[src/rtl/ahb_arb_mux_master.sv]
// rtl/ahb_arb_mux_master.sv - multi-channel ownership arbiter with registered payload mux
// Two-state IDLE/OWN controller; re-arbitrates on the closing beat so ownerships run back to back.
module ahb_arb_mux_master #(
  parameter int CHANNEL_NUM = 3,
  parameter int PAYLOAD     = 34,
  parameter int ARB_MODE    = 1,
  parameter int TIMEOUT     = 16
) (
  input  logic                           hclk,
  input  logic                           hreset,
  input  logic [CHANNEL_NUM-1:0]         req,
  input  logic [CHANNEL_NUM-1:0]         last,
  input  logic [CHANNEL_NUM*PAYLOAD-1:0] payload_in,
  input  logic                           hready,
  output logic [CHANNEL_NUM-1:0]         grant,
  output logic [PAYLOAD-1:0]             payload_out,
  output logic                           valid_out,
  output logic                           timeout_err
);

  localparam int IW = $clog2(CHANNEL_NUM);
  localparam logic [IW:0]     NUM_W     = (IW+1)'(CHANNEL_NUM);
  localparam logic [IW-1:0]   LAST_IDX  = IW'(CHANNEL_NUM - 1);
  localparam logic [7:0]      STALL_MAX = 8'(TIMEOUT - 1);
  localparam logic [CHANNEL_NUM-1:0] ONE = {{(CHANNEL_NUM-1){1'b0}}, 1'b1};

  typedef enum logic {IDLE, OWN} state_t;

  state_t                 state_q;
  logic [CHANNEL_NUM-1:0] grant_q;
  logic [PAYLOAD-1:0]     payload_q;
  logic                   valid_q;
  logic                   terr_q;
  logic [IW-1:0]          owner_q;
  logic [IW-1:0]          rr_q;
  logic [7:0]             stall_q;

  logic [IW-1:0]          ptr_adv;
  logic [IW-1:0]          arb_base;
  logic                   win_found;
  logic [IW-1:0]          win_idx;
  logic [CHANNEL_NUM-1:0] win_onehot;
  logic [PAYLOAD-1:0]     owner_payload;
  logic                   stall_hit;

  assign ptr_adv       = (owner_q == LAST_IDX) ? '0 : owner_q + 1'b1;
  // While owning, the search already starts past the current owner so the closing beat can hand over.
  assign arb_base      = (ARB_MODE == 0) ? '0 : ((state_q == OWN) ? ptr_adv : rr_q);
  assign win_onehot    = ONE << win_idx;
  assign owner_payload = payload_in[owner_q*PAYLOAD +: PAYLOAD];
  assign stall_hit     = (stall_q == STALL_MAX);

  always_comb begin
    logic [IW:0] idx;
    idx       = '0;
    win_found = 1'b0;
    win_idx   = '0;
    for (int i = 0; i < CHANNEL_NUM; i++) begin
      idx = {1'b0, arb_base} + (IW+1)'(i);
      if (idx >= NUM_W) idx = idx - NUM_W;
      if (!win_found && req[idx[IW-1:0]]) begin
        win_found = 1'b1;
        win_idx   = idx[IW-1:0];
      end
    end
  end

  always_ff @(posedge hclk) begin
    if (hreset) begin
      state_q   <= IDLE;
      grant_q   <= '0;
      payload_q <= '0;
      valid_q   <= 1'b0;
      terr_q    <= 1'b0;
      owner_q   <= '0;
      rr_q      <= '0;
      stall_q   <= '0;
    end else begin
      terr_q <= 1'b0;
      case (state_q)
        IDLE: begin
          stall_q <= '0;
          valid_q <= 1'b0;
          if (win_found) begin
            state_q <= OWN;
            grant_q <= win_onehot;
            owner_q <= win_idx;
          end else begin
            grant_q <= '0;
          end
        end
        OWN: begin
          if (hready) begin
            stall_q   <= '0;
            payload_q <= owner_payload;
            valid_q   <= 1'b1;
            if (last[owner_q]) begin
              if (ARB_MODE != 0) rr_q <= ptr_adv;
              if (win_found) begin
                grant_q <= win_onehot;
                owner_q <= win_idx;
              end else begin
                state_q <= IDLE;
                grant_q <= '0;
              end
            end
          end else if (stall_hit) begin
            terr_q  <= 1'b1;
            grant_q <= '0;
            valid_q <= 1'b0;
            stall_q <= '0;
            state_q <= IDLE;
            if (ARB_MODE != 0) rr_q <= ptr_adv;
          end else begin
            stall_q <= stall_q + 8'd1;
          end
        end
        default: state_q <= IDLE;
      endcase
    end
  end

  assign grant       = grant_q;
  assign payload_out = payload_q;
  assign valid_out   = valid_q;
  assign timeout_err = terr_q;

endmodule
[config.mk]
export PLATFORM = sky130hd
export DESIGN_NAME = ahb_arb_mux_master
export DESIGN_NICKNAME = d
export VERILOG_FILES = /design/src/rtl/ahb_arb_mux_master.sv
export SDC_FILE = /design/constraint.sdc
export NUM_CORES = 1
export LEC_CHECK = 0
export ABC_CLOCK_PERIOD_IN_PS = 3100
export CELL_PAD_IN_SITES_DETAIL_PLACEMENT = 1
export CELL_PAD_IN_SITES_GLOBAL_PLACEMENT = 2
export CORE_UTILIZATION = 20
export CTS_CLUSTER_DIAMETER = 40
export DETAILED_ROUTE_END_ITERATION = 16
export PLACE_DENSITY = 0.88
export SYNTH_ARGS = -nofsm -noshare
export SYNTH_HDL_FRONTEND = slang
export SYNTH_SLANG_ARGS = --single-unit
export TNS_END_PERCENT = 50
[constraint.sdc]
create_clock -name hclk -period 3.1 [get_ports hclk]
set_clock_uncertainty 0.1 [all_clocks]
set_input_delay 0.62 -clock hclk [delete_from_list [all_inputs] [get_ports hclk]]
set_output_delay 0.62 -clock hclk [all_outputs]
set_load 0.03 [all_outputs]
==> results.md, run 1 <==
Power:
- The power density normalized to cell area is 674 mW/mm2.
- The total power after layout is 3.12 mW.
- Across the VDD grid, the largest voltage drop is between 0.2 and 0.25 mV.
- The leakage power is 1.62 nW.

Logic synthesis:
- The most used flip-flop cell after synthesis is sky130_fd_sc_hd__dfxtp_1.
- The biggest area contributor in the post-synthesis netlist is sky130_fd_sc_hd__dfxtp_1.
- The number of synthesis warnings is 0.
- The number of instances in the synthesized netlist is 342.
- The mean cell area of the mapped netlist is 8.05 um2.
- In the synthesized netlist the async set-or-reset flop fraction comes to 0%.
- After synthesis, the cell types taking the most area are sky130_fd_sc_hd__dfxtp_1, sky130_fd_sc_hd__mux2i_1, sky130_fd_sc_hd__nor2_1.
- The count of flip-flops with a built-in enable after synthesis is 0.
- For this run, the register share of the synthesized area comes to 37.8%.
- In the synthesized netlist, the cells that appear most often are sky130_fd_sc_hd__nor2_1, sky130_fd_sc_hd__dfxtp_1, sky130_fd_sc_hd__a21oi_1.
- The fraction of post-synthesis cell area in the top cell type by area is a little under two fifths.
- The most instantiated library cell after synthesis is sky130_fd_sc_hd__nor2_1.
- In this run, synthesis produced a sequential element count of 52.
- The count of unique library cells instantiated by Yosys is 37.
- Counting every net in the synthesized netlist gives 455.
- After synthesis the cells add up to roughly 0.0028 mm2.

Clock tree:
- The clock latency reported for the late side of the worst-skew pair is between 0.2 and 0.3 ns.
- The root buffer cell chosen for the clock tree is sky130_fd_sc_hd__clkbuf_16.
- TritonCTS built the clock tree.
- The cts-stage hold buffer count is 0.
- Counting the buffers created by CTS gives 5.
- Counting along the longest clock path gives a buffer depth of 2.
- Post-CTS repair changed the size of 0 cells.
- The H-tree depth reported by CTS is 2.
- After clock tree synthesis, the setup repair step added 0 buffers.
- For this design, the sink count on the clock tree is 52.
- After clock tree synthesis, the clock-pin slew on the worst setup and hold paths is 0.07 ns.

Cells and area:
- The repair_antennas step left the layout with diodes totalling 0.
- The layout net count is 595.
- The area overhead of the layout relative to synthesis is 68.0%.
- The fraction of layout instances using a drive strength above 1 is 5.38%.
- Summing all flip-flop and latch instances after layout gives 0.00104 mm2.
- Cells fill 34.7% of the core in the end.
- The area occupied by multi-input gates is 0.00161 mm2.
- The number of fill cells is 1576.

Timing:
- The final hold violation count is 0.
- Setup violations remaining at the end of the flow were counted as 0.
- After layout, the worst path uses 91.1% of the clock period.
- Setup repair after global routing left no endpoint under its margin.
- The worst slew margin relative to its limit is 38.3%.
- The final-report max-slew violation count is 0.
- Setup total negative slack on the finished layout was measured at 0 ns.
- The worst-margin pin slew is between 0.9 and 1 ns.
- For this run, the top clock speed supported by timing is 0.354 GHz.
- The clock period minus worst slack is 2.82 ns.

Floorplanning:
- The total area inside the core boundary comes to 0.0133 mm2.
- The height of the die is approximately 120 um.
- The initialized floorplan defines 42 standard-cell rows.
- The die is 119 um wide.
- The floorplan die area is 0.0142 mm2.
- Once the floorplan was initialized, standard cells occupied between 20% and 30% of the core.
- The number of placed I/O pins is 150.

Worst setup path:
- STA classifies the critical path startpoint as a flip-flop.
- For the worst setup path, the data required time is 3.18 ns.
- Among all stages on the critical path, the largest delay is contributed by sky130_fd_sc_hd__or3b_2.
- The critical path goes through or3b_2, a21boi_0, ha_1, a22o_1, a21oi_1, mux2i_1, o31a_1, o211a_1.
- The worst path buffer plus inverter count is 0.
- The worst setup path is captured at a flip-flop.
- The largest delay contributor family on the critical path is compound AO/OA/AOI/OAI gates.
- The largest stage delay on the critical path is 0.53 ns.
- Along the worst path, the maximum fanout reaches 9.
- The critical path in this run is classified as flip-flop to flip-flop.
- Data on the critical path arrives at its endpoint at between 2 and 3 ns.

Global routing:
- The first-pass GRT wire length is ~15000 um.
- The via count of the first global-routing pass was 3074.
- Global routing consumed, over all layers together, 12.9% of the routing resources.
- The pin count of the biggest net entering global routing is 41.
- The number of antenna violations at the first check in global routing is 0.
- The residual overflow from global routing is 0.

Place:
- The count of port buffers added during placement is around 150.
- The post-detailed-placement half-perimeter wirelength is 7270 um.
- The congestion estimate from routability-driven global placement came to 0.788.

Route:
- In the routed design, unresolved DRC markers number 0.
- Dividing the detail-routed wire length by the instance count gives 14.6 um.
- Summing over every cut layer, the via total after detailed routing is 2974.
- Summed over all layers, the routed wires come to 9650 um.
- The number of DRC violations after detailed-routing iteration 0 is 64.
- The first detailed-routing pass took 4 iterations.
- Using the TritonRoute via totals, the vias-per-cell ratio works out to roughly 4.5.
- The detail route stage leaves a number of antenna-violating nets equal to 0.

Status:
- The flow ran to the end, and the final reports show no timing, DRC or antenna violations.

Min path:
- The tightest min-delay check is of the flip-flop to flip-flop type.

Run:
- The tool flagged a number of max-cap violations equal to 0.
layout make-up:
| type | instances | area share, % |
|---|---|---|
| well taps | 176 | 4.76 |
| repair buffers | 156 | 33.3 |
| multi-input cells | 257 | 34.7 |
| flip-flops and latches | 52 | 22.5 |
| clock buffers | 7 | 3.30 |
| inverters | 10 | 0.811 |
| clock inverters | 1 | 0.649 |
per-stage QoR:
stage / area [um2] / setup slack [ns] / hold WS [ns] / instances
CTS: 4620 / 0.227 / 0.358 / 658
global placement: 4440 / 0.397 / 0.330 / 650
detailed placement: 4440 / 0.229 / 0.348 / 650
floorplan: 2750 / 0.561 / 0.318 / 342
finish: 4630 / 0.276 / 0.361 / 659
global route: 4630 / 0.125 / 0.372 / 659
path summary, 6_finish.rpt:
path                                       startpoint                 endpoint  slack (ns)  cells after the start
worst max-delay path               state_q$_SDFF_PP0_  owner_q[0]$_SDFFE_PP0P_        0.28                      8
worst max register to register     state_q$_SDFF_PP0_  owner_q[0]$_SDFFE_PP0P_        0.28                      8
worst min register to register  stall_q[0]$_SDFF_PP0_    stall_q[0]$_SDFF_PP0_        0.36                      1
worst min-delay path            stall_q[0]$_SDFF_PP0_    stall_q[0]$_SDFF_PP0_        0.36                      1
layout by cell type (no fill, tap or decap), drive strengths merged, types with 4 or more instances in the layout:
master	n
o21ai	7
nand2	8
clkbuf	7
inv	10
nand3	4
a21oi	43
clkdlybuf4s50	148
buf	8
nor2	81
o32ai	4
a211oi	34
dfxtp	52
mux2i	36
xnor2	4
cells by family (layout without fill, tap and decap cells):
logic type,Yosys count,count (layout),share of synthesized area [%]
muxes,37,37,13.5
adders and majority gates,2,2,0.909
AOI/OAI and AO/OA,103,103,24.1
DFF,52,52,37.8
buffers and inverters,34,174,4.77
and+or+nand+nor,108,109,17.0
xor gates and xnor gates,6,6,1.91
metal layers:
layer  share of wire, %  global-route usage [%]
met1                 42                    14.8
met2                 51                    24.0
met3                5.4                    2.78
met4                1.0                    3.36
met5                  0                       0
power breakdown:
part / internal, mW / total (mW) / leakage, nW / switching (mW)
clock: 0.426 / 0.676 / 0.0901 / 0.251
combinational: 0.673 / 1.59 / 1.11 / 0.913
sequential: 0.784 / 0.853 / 0.427 / 0.0692
registers in the layout, summed over array words and instances, names as in the netlist:
signal / cells
grant: 3
owner_q: 2
payload_out: 34
rr_q: 2
stall_q: 8
state_q: 1
timeout_err: 1
valid_out: 1
(Power assumes the default switching activity.)
==> run 2: changes to the inputs <==
==> constraint.sdc (replaced) <==
create_clock -name hclk -period 3.1 [get_ports hclk]
set_clock_uncertainty 0.1 [all_clocks]
set_input_delay 0.62 -clock hclk [delete_from_list [all_inputs] [get_ports hclk]]
set_output_delay 0.62 -clock hclk [all_outputs]
set_load 0.005 [all_outputs]
==> results of run 2 <==
Same layout as run 1 (identical final DEF). Status: finished, final reports clean.
Among the figures that moved: total power 3.12 mW -> 2.94 mW; worst IR drop on VDD 0.228 mV -> 0.227 mV
